`config.mk`:
```
export PLATFORM = sky130hd
export DESIGN_NAME = pipe_issue_ctrl
export DESIGN_NICKNAME = d
export VERILOG_FILES = /design/src/rtl/pipe_issue_ctrl.sv
export SDC_FILE = /design/constraint.sdc
export NUM_CORES = 1
export LEC_CHECK = 0
export BUFFER_PORTS_ARGS = -buffer_cell sky130_fd_sc_hd__buf_2
export CORE_MARGIN = 5
export CORE_UTILIZATION = 25
export CTS_BUF_LIST = sky130_fd_sc_hd__clkbuf_8 sky130_fd_sc_hd__clkbuf_16
export CTS_CLUSTER_SIZE = 24
export DETAILED_ROUTE_END_ITERATION = 12
export PLACE_DENSITY = 0.49
export SLEW_MARGIN = 20
export SYNTH_ARGS = -nofsm -noshare
export SYNTH_HDL_FRONTEND = slang
export SYNTH_SLANG_ARGS = --single-unit
export TNS_END_PERCENT = 100
```
`constraint.sdc`:
```
create_clock -name clk -period 7.4 [get_ports clk]
set_clock_uncertainty 0.05 [all_clocks]
set_input_delay 0.74 -clock clk [delete_from_list [all_inputs] [get_ports clk]]
set_output_delay 0.74 -clock clk [all_outputs]
set_load 0.03 [all_outputs]
```
`src/rtl/pipe_issue_ctrl.sv`:
```
// In-order issue controller: small instruction FIFO feeding a single-issue pipeline,
// with a shift-register scoreboard that blocks RAW-dependent issue until write-back.
module pipe_issue_ctrl #(
  parameter int DEPTH  = 4,
  parameter int WB_LAT = 3
) (
  input  logic       clk,
  input  logic       rst_n,
  input  logic       in_valid,
  output logic       in_ready,
  input  logic [3:0] in_rs1,
  input  logic [3:0] in_rs2,
  input  logic [3:0] in_rd,
  input  logic [3:0] in_func,
  input  logic [7:0] in_addr,
  input  logic       flush,
  output logic       iss_valid,
  output logic [3:0] iss_rs1,
  output logic [3:0] iss_rs2,
  output logic [3:0] iss_rd,
  output logic [3:0] iss_func,
  output logic [7:0] iss_addr,
  output logic       illegal,
  output logic [7:0] stall_cnt,
  output logic       busy
);

  localparam int          AW     = (DEPTH > 1) ? $clog2(DEPTH) : 1;
  localparam int unsigned SBN    = (WB_LAT > 1) ? WB_LAT - 1 : 1;
  localparam bit          USE_SB = (WB_LAT > 1);

  logic [3:0] q_rs1  [DEPTH];
  logic [3:0] q_rs2  [DEPTH];
  logic [3:0] q_rd   [DEPTH];
  logic [3:0] q_func [DEPTH];
  logic [7:0] q_addr [DEPTH];

  logic [AW-1:0] wr_ptr, rd_ptr;
  logic [AW:0]   count;

  // sb_v[i]/sb_rd[i]: destination issued i+1 edges ago, still awaiting write-back
  logic       sb_v  [SBN];
  logic [3:0] sb_rd [SBN];

  logic [3:0] head_rs1, head_rs2, head_rd, head_func;
  logic [7:0] head_addr;
  logic q_empty, q_full, push, pop;
  logic head_legal, head_bad, hazard, issue, drop, stall, sb_any;

  always_comb begin
    head_rs1  = q_rs1[rd_ptr];
    head_rs2  = q_rs2[rd_ptr];
    head_rd   = q_rd[rd_ptr];
    head_func = q_func[rd_ptr];
    head_addr = q_addr[rd_ptr];
  end

  assign q_empty    = (count == '0);
  assign q_full     = (count == (AW+1)'(DEPTH));
  assign in_ready   = !q_full && !flush;
  assign push       = in_valid && in_ready;
  assign head_legal = !q_empty && (head_func < 4'd12);
  assign head_bad   = !q_empty && (head_func >= 4'd12);

  always_comb begin
    hazard = 1'b0;
    sb_any = 1'b0;
    for (int unsigned i = 0; i < SBN; i++) begin
      if (sb_v[i]) begin
        sb_any = 1'b1;
        if (sb_rd[i] == head_rs1 || sb_rd[i] == head_rs2) hazard = 1'b1;
      end
    end
  end

  // Illegal heads are discarded even when they would otherwise be hazarded
  assign issue = head_legal && !hazard && !flush;
  assign drop  = head_bad && !flush;
  assign stall = head_legal && hazard && !flush;
  assign pop   = issue || drop;
  assign busy  = !q_empty || sb_any;

  always_ff @(posedge clk) begin
    if (push) begin
      q_rs1[wr_ptr]  <= in_rs1;
      q_rs2[wr_ptr]  <= in_rs2;
      q_rd[wr_ptr]   <= in_rd;
      q_func[wr_ptr] <= in_func;
      q_addr[wr_ptr] <= in_addr;
    end
  end

  always_ff @(posedge clk or negedge rst_n) begin
    if (!rst_n) begin
      wr_ptr    <= '0;
      rd_ptr    <= '0;
      count     <= '0;
      iss_valid <= 1'b0;
      illegal   <= 1'b0;
      iss_rs1   <= '0;
      iss_rs2   <= '0;
      iss_rd    <= '0;
      iss_func  <= '0;
      iss_addr  <= '0;
      stall_cnt <= '0;
    end else begin
      iss_valid <= issue;
      illegal   <= drop;
      if (issue) begin
        iss_rs1  <= head_rs1;
        iss_rs2  <= head_rs2;
        iss_rd   <= head_rd;
        iss_func <= head_func;
        iss_addr <= head_addr;
      end
      if (stall && stall_cnt != '1) stall_cnt <= stall_cnt + 1'b1;
      if (flush) begin
        wr_ptr <= '0;
        rd_ptr <= '0;
        count  <= '0;
      end else begin
        if (push) wr_ptr <= wr_ptr + 1'b1;
        if (pop)  rd_ptr <= rd_ptr + 1'b1;
        case ({push, pop})
          2'b10:   count <= count + 1'b1;
          2'b01:   count <= count - 1'b1;
          default: count <= count;
        endcase
      end
    end
  end

  always_ff @(posedge clk or negedge rst_n) begin
    if (!rst_n) begin
      for (int unsigned i = 0; i < SBN; i++) begin
        sb_v[i]  <= 1'b0;
        sb_rd[i] <= '0;
      end
    end else if (flush) begin
      for (int unsigned i = 0; i < SBN; i++) begin
        sb_v[i]  <= 1'b0;
        sb_rd[i] <= '0;
      end
    end else begin
      sb_v[0]  <= issue && USE_SB;
      sb_rd[0] <= head_rd;
      for (int unsigned i = 1; i < SBN; i++) begin
        sb_v[i]  <= sb_v[i-1];
        sb_rd[i] <= sb_rd[i-1];
      end
    end
  end

endmodule

```
==> qor.csv, run 1 <==
stage,metric,value,unit
run_status,outcome,"complete, no violations",
finish,final_cell_mix,"edfxtp_1, buf_2, dfrtp_1, nand2_1, xor2_1",
detailed_routing,ant_nets,0,
clocking,numCtsBuffers,17,
global_route,grt_pass1_wl,19.4,mm
synthesis,yosys_warnings,0,
clocking,cts_resized,0,
timing,rsz0062_at_grt,false,
synthesis,synth-seq-cells,146,
detailed_routing,drt_pass1_iterations,4,
timing,slew_headroom,41.5,%
synthesis,synth.avg_cell_area,17.3,µm²
die,rows,56,
detailed_routing,drc,0,
clocking,cts_tree,done,
synthesis,synth-main-ff-cell,edfxtp_1,
synthesis,syn_inst,339,
finish,drive_gt1_share,33.1,%
pwr,cellPowerDensity,361,nW/µm²
pwr,leakage,2.76,nW
die,initial_core_util,25.2,%
setup_path,start_kind,register,
synthesis,async_flop_share,34.2,%
clocking,clk_latency,0.42,ns
synthesis,synth.yosys.seq_area_share,70.6,%
timing,finalSetupViolCount,0,
setup_path,endpoint_kind,register,
finish,areaGrowthSynthToFinish,21.2,%
clocking,cts_buffer_depth,2,
hold_path,hold_path.class,in2async,
synthesis,ys_types,47,
global_route,grt_use_total,9.79,%
die,core,23300,µm²
die,fp.dieH,163,µm
synthesis,syn_nets,373,
global_route,first_global_vias,3336,
clocking,clk_pin_slew,0.06,ns
timing,post-route-period-util,54.3,%
clocking,ctsHoldBuffers,0,
global_route,antenna_found_initial,3,
setup_path,arrival,4.26,ns
die,ioPinCount,64,
setup_path,path_cells,mux4_2 > xor2_1 > nor4_1 > o21ai_1 > a31oi_1 > nor2_1 > fa_1 > a21oi_1 > o2bb2ai_1 > a211o_1,
finish,final_common_cell,edfxtp_1,
global_route,grt-ovfl-total,0,
placed_design,place_congestion,0.792,
setup_path,cpPeakStageDelay,0.94,ns
setup_path,critPathBufInv,0,
timing,setup_tns,0,ns
finish,final_cell_area,7090,µm²
clocking,cts_root_buffer,clkbuf_16,
detailed_routing,drt-initial-drc-count,159,
global_route,grt_max_degree,51,
clocking,h-tree-depth,4,
setup_path,worstPathRequired,7.65,ns
setup_path,crit_slowest_cell,dfrtp_2,
pwr,ir_drop,0.157,mV
detailed_routing,viasPerCell,4.14,
timing,max_clock_freq,249,MHz
synthesis,syn_area,5850,µm²
detailed_routing,wire_per_inst,16.4,µm
placed_design,port_buffers,63,
timing,hold_viol,0,
clocking,cts_sinks,146,
detailed_routing,vias,3103,
setup_path,path_class,reg2reg,
die,die_area,26600,µm²
placed_design,place_area,6540,µm²
timing,slew_viol_final,0,
detailed_routing,wl,12.2,mm
placed_design,place_hpwl,8.10,mm
flow_run,maxCapViolations,0,
timing,period_needed,4.02,ns
finish,nFillCells,2363,
finish,nNetsFinal,450,
clocking,post-cts-setup-buffer-count,0,
synthesis,synth_edf_count,96,
die,die_w,163,µm
setup_path,crit_fanout,26,
timing,worstMarginPinSlew,0.878,ns
setup_path,crit_family,compound AO/OA/AOI/OAI gates,
-- area by class of cell --
| class | instances | area [µm²] | area share, % |
|---|---|---|---|
| Antenna cell | 1 | 2.50 | 0.0353 |
| Clock inverter | 14 | 115 | 1.62 |
| Multi-Input combinational cell | 175 | 1610 | 22.8 |
| Sequential cell | 146 | 4140 | 58.3 |
| Timing Repair Buffer | 69 | 360 | 5.08 |
| Inverter | 7 | 28.8 | 0.406 |
| Clock buffer | 18 | 439 | 6.19 |
| Tap cell | 319 | 399 | 5.63 |
-- power by group --
part / internal [mW] / switching, mW / leakage [nW] / total (mW)
combinational: 0.262 / 0.407 / 0.971 / 0.669
clock: 0.469 / 0.325 / 0.281 / 0.794
sequential: 0.998 / 0.101 / 1.51 / 1.10
-- path summary, 6_finish.rpt --
check,startpoint,end,slack [ns],cells past startpoint
worst min-delay path,rst_n,iss_rs1[0]$_DFFE_PN0P_,0.40,2
worst max register to register,rd_ptr[0]$_DFFE_PN0P_,count[1]$_DFFE_PN0P_,3.38,10
worst max-delay path,rd_ptr[0]$_DFFE_PN0P_,count[1]$_DFFE_PN0P_,3.38,10
min in group clk,iss_rs1[2]$_DFFE_PN0P_,iss_rs1[2]$_DFFE_PN0P_,0.42,2
worst min register to register,iss_rs1[2]$_DFFE_PN0P_,iss_rs1[2]$_DFFE_PN0P_,0.42,2
max in group asynchronous,rst_n,rd_ptr[0]$_DFFE_PN0P_,6.38,2
-- synth_stat cells (4+ instances only) --
cell type,number,area (µm²)
a21oi_1,4,20.0
nand3_1,5,25.0
mux2_1,4,45.0
clkbuf_1,4,15.0
nand2_1,39,146
nor2_1,6,22.5
xor2_1,22,193
edfxtp_1,96,2880
buf_2,4,20.0
inv_1,6,22.5
mux4_2,20,450
mux2_2,10,113
mux4_1,4,105
and3_1,4,25.0
ha_1,5,62.6
nor4_1,6,37.5
dfrtp_1,50,1250
nor2b_1,9,56.3
-- cell families (layout without fill, tap and decap cells) --
| logic type | count (synthesis) | count (layout) | share of synthesized area (%) |
|---|---|---|---|
| AOI/OAI and AO/OA | 19 | 19 | 2.27 |
| xor gates and xnor gates | 24 | 24 | 3.59 |
| adders and majority gates | 6 | 6 | 1.41 |
| buffers and inverters | 18 | 108 | 1.82 |
| DFF | 146 | 146 | 70.6 |
| muxes | 41 | 41 | 12.8 |
| other | 0 | 1 | 0 |
| and+or+nand+nor | 85 | 85 | 7.52 |
-- per-stage QoR --
step                worst slack [ns]  power (mW)  hold slack, ns  instances  util, %
CTS                             3.32        2.61           0.423        748     30.5
floorplan                       4.28        1.60           0.394        339        -
global placement                3.42        1.79           0.415        716     28.1
finish                          3.38        2.56           0.403        749     30.5
global route                    3.02        2.72           0.446        749     30.5
detailed placement              3.36        1.80           0.411        716     28.1
-- registers in the layout, summed over array words and instances, names as in the netlist --
signal	cells
q_rs1	16
rd_ptr	2
sb_v	1
iss_func	4
iss_valid	1
iss_rd	4
q_rd	16
q_rs2	16
stall_cnt	8
q_func	16
sb_rd	8
illegal	1
wr_ptr	2
iss_addr	8
q_addr	32
iss_rs2	4
iss_rs1	4
count	3
-- per-layer routing --
layer / up-vias / wire length (µm) / global-route usage [%]
met2: 77 / 5880 / 15.0
met1: 1567 / 5530 / 13.0
met4: 4 / 100 / 2.97
met5: - / 21 / 0
met3: 14 / 717 / 3.66
li1: 1441 / - / -
-- worst register-to-register path: cells and delay by family (launching register included) --
kind | cells | cell delay (ns)
AO/OA/AOI/OAI | 5 | 1.06
adder cells (fa/ha/maj) | 1 | 0.47
multiplexers | 1 | 0.67
XOR/XNOR | 1 | 0.16
flip-flops | 1 | 0.94
AND/OR/NAND/NOR | 2 | 0.54
Note: power is estimated with default switching activity, not from simulation.
==> inputs of run 2 (changes only) <==
- clock period: 7.4 -> 4.15 ns (I/O delays scaled with it)
==> qor.csv, run 2 (synthesized netlist as in run 1, its figures left out) <==
stage,metric,value,unit,change
run_status,outcome,"complete, no violations",,
finish,nNetsFinal,452,,+0.44%
placed_design,place_area,6550,µm²,+0.11%
pwr,leakage,2.77,nW,+0.49%
die,die_w,163,µm,unchanged
setup_path,crit_slowest_cell,mux4_1,,
setup_path,worstReg2RegEnd,count[1]$_DFFE_PN0P_,,
timing,slew_viol_final,0,,unchanged
detailed_routing,m1WireLength,5.61,mm,+1.4%
timing,worstMarginPinSlew,0.596,ns,-0.282 ns
placed_design,place_congestion,0.733,,-7.5%
global_route,first_global_vias,3463,,+3.8%
pwr,cellPowerDensity,653,nW/µm²,+81%
detailed_routing,viasPerCell,4.15,,+0.25%
detailed_routing,drc,0,,unchanged
placed_design,place_hpwl,8.29,mm,+2.3%
global_route,grt_pass1_wl,19.9,mm,+2.2%
placed_design,dpl.cell_count,717,,+0.14%
finish,final_cell_mix,"edfxtp_1, buf_2, dfrtp_1, nand2_1, xor2_1",,
placed_design,port_buffers,63,,unchanged
die,core,23300,µm²,unchanged
finish,largest_register_ffs,32,,unchanged
detailed_routing,wire_per_inst,16.4,µm,+0.35%
global_route,grt_max_degree,35,,-31%
clocking,ctsHoldBuffers,1,,+1
detailed_routing,top_layer_used,met5,,
timing,hold_viol,0,,unchanged
die,rows,56,,unchanged
die,initial_core_util,25.2,%,unchanged
setup_path,arrival,4.06,ns,-0.20 ns
timing,rsz0062_at_grt,false,,
setup_path,endpoint_kind,register,,
detailed_routing,drt_pass1_iterations,4,,unchanged
timing,period_needed,3.82,ns,-0.196 ns
setup_path,crit_end,count[1]$_DFFE_PN0P_,,
finish,final_util,30.7,%,+0.19 points
finish,areaGrowthSynthToFinish,21.9,%,
detailed_routing,dr_wl_met3,678,µm,-5.4%
setup_path,cpPeakStageDelay,0.72,ns,-0.22 ns
clocking,numCtsBuffers,17,,unchanged
setup_path,path_class,reg2reg,,
setup_path,worstPathRequired,4.39,ns,-3.26 ns
clocking,cts_buffer_depth,2,,unchanged
clocking,cts_resized,0,,unchanged
global_route,antenna_found_initial,2,,-1
clocking,h-tree-depth,4,,unchanged
timing,finalSetupViolCount,0,,unchanged
timing,post-route-period-util,92.0,%,+38 points
finish,final_cell_area,7140,µm²,+0.64%
clocking,post-cts-setup-buffer-count,0,,unchanged
hold_path,hold_path.class,in2reg,,
setup_path,crit_start,rd_ptr[0]$_DFFE_PN0P_,,
die,die_area,26600,µm²,unchanged
detailed_routing,dr_wl_met2,5.89,mm,+0.17%
die,fp.dieH,163,µm,unchanged
finish,final_common_cell,edfxtp_1,,
global_route,grt-ovfl-total,0,,unchanged
clocking,cts_tree,done,,
finish,stdcell_count,751,,+0.27%
timing,slew_headroom,60.2,%,+19 points
detailed_routing,wl,12.3,mm,+0.62%
finish,largest-register,q_addr,,
clocking,cts_root_buffer,clkbuf_16,,
timing,max_clock_freq,262,MHz,+5.1%
global_route,grt_use_total,10.0,%,+0.22 points
setup_path,rrSetupSlack,0.33,ns,-3.05 ns
detailed_routing,vias,3119,,+0.52%
clocking,clk_latency,0.41,ns,about the same
die,ioPinCount,64,,unchanged
setup_path,start_kind,register,,
clocking,cts_sinks,146,,unchanged
setup_path,path_cells,mux4_1 > xor2_1 > nor4_1 > o21ai_1 > a31oi_1 > nor2_1 > fa_1 > a21oi_1 > o2bb2ai_1 > a211o_1,,
timing,setup_tns,0,ns,unchanged
setup_path,reg2reg_depth,10,,unchanged
setup_path,crit_fanout,16,,-38%
setup_path,reg2reg_from,rd_ptr[0]$_DFFE_PN0P_,,
finish,drive_gt1_share,32.9,%,-0.15 points
detailed_routing,drt-initial-drc-count,160,,+0.63%
detailed_routing,ant_nets,0,,unchanged
pwr,ir_drop,0.336,mV,+110%
clocking,clk_pin_slew,0.06,ns,about the same
flow_run,maxCapViolations,0,,unchanged
hold_path,min_from,in_addr[0],,
-- run 2: cell count changes in the layout (fill, tap and decap cells not counted) --
cell	before	now
clkinv_2	6	2
inv_6	2	4
buf_4	6	7
bufinv_16	1	2
clkbuf_8	1	0
clkinv_1	0	1
clkinv_4	3	2
clkinvlp_4	1	2
dlygate4sd3_1	0	1
inv_8	0	1
-- run 2: cell type report --
cell class | instances | area, µm²
fill | 2347 | 16100
sequential | 146 | 4140
multi-input combinational | 175 | 1610
clock buffer | 17 | 425
tap | 319 | 399
timing repair buffer | 71 | 378
clock inverter | 15 | 156
inverter | 7 | 28.8
antenna | 1 | 2.50
-- run 2: worst min path at each step --
stage                     depth (start not counted)                     end
after floorplan                                   0    count[0]$_DFFE_PN0P_
after global placement                            1  iss_rs1[0]$_DFFE_PN0P_
after detailed placement                          1  iss_rs1[0]$_DFFE_PN0P_
after CTS                                         1  q_func[3][2]$_DFFE_PP_
after global routing                              1    q_rd[2][1]$_DFFE_PP_
final                                             1  q_addr[2][0]$_DFFE_PP_
-- run 2: metrics by stage --
step                hold WS, ns  total power [mW]  setup slack [ns]
CTS                       0.144              4.74             0.314
floorplan                0.0694              2.86              1.03
detailed placement        0.342              3.23             0.362
finish                    0.163              4.66             0.330
global placement          0.342              3.21             0.480
global route              0.138              4.92            0.0504
-- run 2: where the power goes --
part / switching (mW) / total [mW] / internal [mW]
Clock: 0.603 / 1.49 / 0.891
Sequential: 0.155 / 1.94 / 1.78
Combinational: 0.759 / 1.23 / 0.472
-- run 2: routing by layer --
metal	global-route usage, %	up-vias
li1	-	1445
met1	12.9	1579
met2	15.8	74
met3	3.79	19
met4	2.94	2
met5	0	-
-- run 2: worst max-delay path, delay by kind of cell (launching register included) --
kind                     cells  cell delay [ns]
AO/OA/AOI/OAI                5             1.11
multiplexers                 1             0.72
flip-flops                   1             0.71
adder cells (fa/ha/maj)      1             0.47
AND/OR/NAND/NOR              2             0.44
XOR/XNOR                     1             0.18
==> inputs of run 3 (changes only) <==
- PLACE_DENSITY: 0.49 -> 0.5
- clock period: 4.15 -> 3.5 ns (I/O delays scaled with it)
==> qor.csv, run 3 (synthesized netlist as in run 1, its figures left out) <==
stage,metric,value,unit,change
setup_path,reg2reg_depth,10,,unchanged
detailed_routing,drt_pass1_iterations,4,,unchanged
setup_path,crit_fanout,10,,-6
placed_design,place_hpwl,8.36,mm,+0.78%
finish,final_common_cell,edfxtp_1,,
global_route,grt-ovfl-total,0,,unchanged
clocking,clk_pin_slew,0.06,ns,about the same
clocking,h-tree-depth,4,,unchanged
finish,stdcell_count,753,,+0.27%
finish,final_cell_mix,"edfxtp_1, buf_2, dfrtp_1, nand2_1, xor2_1",,
detailed_routing,drt-initial-drc-count,141,,-12%
finish,drive_gt1_share,33.6,%,+0.69 points
global_route,grt_max_degree,29,,-17%
timing,period_needed,3.29,ns,-0.526 ns
finish,areaGrowthSynthToFinish,22.5,%,
timing,rsz0062_at_grt,false,,
clocking,cts_sinks,146,,unchanged
placed_design,place_congestion,0.776,,+5.9%
setup_path,worstReg2RegEnd,count[1]$_DFFE_PN0P_,,
die,die_area,26600,µm²,unchanged
finish,nFillCells,2351,,+0.17%
setup_path,path_cells,mux4_1 > xor2_1 > nor4_1 > o21ai_1 > a31oi_1 > nor2_1 > fa_1 > a21oi_1 > o2bb2ai_1 > a211o_1,,
timing,setup_tns,0,ns,unchanged
finish,nNetsFinal,455,,+0.66%
timing,fin_ws,0.206,ns,-0.124 ns
die,initial_core_util,25.2,%,unchanged
die,ioPinCount,64,,unchanged
flow_run,maxCapViolations,0,,unchanged
setup_path,rrSetupSlack,0.21,ns,-0.12 ns
die,die_w,163,µm,unchanged
global_route,first_global_vias,3343,,-3.5%
pwr,cellPowerDensity,776,nW/µm²,+19%
timing,worstMarginPinSlew,0.672,ns,+0.0758 ns
hold_path,holdPathEnd,q_rs2[2][3]$_DFFE_PP_,,
finish,antenna_cells,0,,-1
global_route,grt_pass1_wl,19.4,mm,-2.2%
setup_path,endpoint_kind,register,,
detailed_routing,viasPerCell,4.16,,+0.21%
die,rows,56,,unchanged
timing,slew_viol_final,0,,unchanged
global_route,antenna_found_initial,2,,unchanged
clocking,numCtsBuffers,17,,unchanged
clocking,post-cts-setup-buffer-count,0,,unchanged
finish,multiInputGateArea,1610,µm²,unchanged
detailed_routing,drc,0,,unchanged
finish,final_util,30.8,%,+0.15 points
clocking,cts_tree,done,,
placed_design,port_buffers,63,,unchanged
finish,seqCellArea,4140,µm²,about the same
setup_path,arrival,3.54,ns,-0.52 ns
setup_path,cpPeakStageDelay,0.67,ns,-0.05 ns
timing,hold_viol,0,,unchanged
timing,post-route-period-util,94.1,%,+2.1 points
global_route,grt_use_total,9.92,%,-0.091 points
hold_path,min_from,in_rs2[3],,
timing,max_clock_freq,304,MHz,+16%
placed_design,dpl.cell_count,720,,+0.42%
setup_path,path_class,reg2reg,,
pwr,leakage,2.78,nW,+0.31%
pwr,ir_drop,0.282,mV,-16%
hold_path,hold_path.class,in2reg,,
run_status,outcome,"complete, no violations",,
detailed_routing,vias,3134,,+0.48%
hold_path,holdPathStages,1,,unchanged
clocking,cts_root_buffer,clkbuf_16,,
setup_path,reg2reg_from,rd_ptr[0]$_DFFE_PN0P_,,
placed_design,pre_cts_ws,0.190,ns,-0.173 ns
timing,slew_headroom,55.2,%,-5.1 points
clocking,cts_buffer_depth,2,,unchanged
setup_path,crit_slowest_cell,mux4_1,,
die,fp.dieH,163,µm,unchanged
setup_path,worstPathRequired,3.74,ns,-0.65 ns
setup_path,start_kind,register,,
detailed_routing,wl,12.5,mm,+1.2%
detailed_routing,wire_per_inst,16.6,µm,+0.88%
clocking,clk_latency,0.42,ns,about the same
die,core,23300,µm²,unchanged
finish,largest_register_ffs,32,,unchanged
finish,largest-register,q_addr,,
timing,finalSetupViolCount,0,,unchanged
detailed_routing,ant_nets,0,,unchanged
-- run 3: cell types whose count changed in the layout (fill, tap and decap cells not counted), sizes merged --
cell / delta
buf: +3
diode: -1
clkinv: -1
inv: -2
clkbuf: +1
clkinvlp: +2
-- run 3: layout make-up --
type / instances / share of cell area, %
Clock buffer: 18 / 6.12
Tap cell: 319 / 5.56
Sequential cell: 146 / 57.7
Timing Repair Buffer: 74 / 5.58
Multi-Input combinational cell: 175 / 22.5
Inverter: 7 / 0.401
Clock inverter: 14 / 2.15
-- run 3: where the power goes --
| part | switching, mW | total [mW] | internal, mW |
|---|---|---|---|
| Combinational | 0.912 | 1.49 | 0.574 |
| Sequential | 0.177 | 2.29 | 2.11 |
| Clock | 0.710 | 1.79 | 1.08 |
-- run 3: metrics by stage --
step / hold WS (ns) / power (mW) / area [µm²]
floorplan: 0.00441 / 3.39 / 5850
global placement: 0.399 / 3.82 / 6570
detailed placement: 0.394 / 3.85 / 6570
CTS: 0.0708 / 5.66 / 7170
global route: 0.0728 / 5.89 / 7170
finish: 0.0978 / 5.56 / 7170
-- run 3: layer usage --
| metal | vias up | global-route usage [%] | routed length (µm) |
|---|---|---|---|
| met2 | 73 | 15.8 | 6030 |
| met5 | - | 0 | 27 |
| met4 | 4 | 2.67 | 59 |
| met3 | 9 | 3.94 | 782 |
| met1 | 1600 | 12.7 | 5570 |
| li1 | 1448 | - | - |
-- run 3: how the worst max path moves through the flow --
stage,from,to,slack (ns)
2_1_floorplan,rd_ptr[0]$_DFFE_PN0P_,count[1]$_DFFE_PN0P_,0.38
3_3_place_gp,rd_ptr[0]$_DFFE_PN0P_,count[1]$_DFFE_PN0P_,0.26
3_5_place_dp,rd_ptr[0]$_DFFE_PN0P_,count[1]$_DFFE_PN0P_,0.19
4_1_cts,rd_ptr[0]$_DFFE_PN0P_,count[1]$_DFFE_PN0P_,0.17
5_1_grt,rd_ptr[0]$_DFFE_PN0P_,count[1]$_DFFE_PN0P_,0.01
6_report,rd_ptr[0]$_DFFE_PN0P_,count[1]$_DFFE_PN0P_,0.21
-- run 3: worst max-delay path, delay by kind of cell, from the launching register on --
family,cells,cell delay (ns)
AOI/OAI and AO/OA,5,0.90
and+or+nand+nor,2,0.40
DFF,1,0.54
adders and majority gates,1,0.46
xor gates and xnor gates,1,0.17
muxes,1,0.67
-- run 3: timing repair --
item,4_1_cts,5_1_grt
hold endpoints to repair,24,0
setup endpoints to repair,0,2
hold buffers,1,0
gates resized for setup,0,1
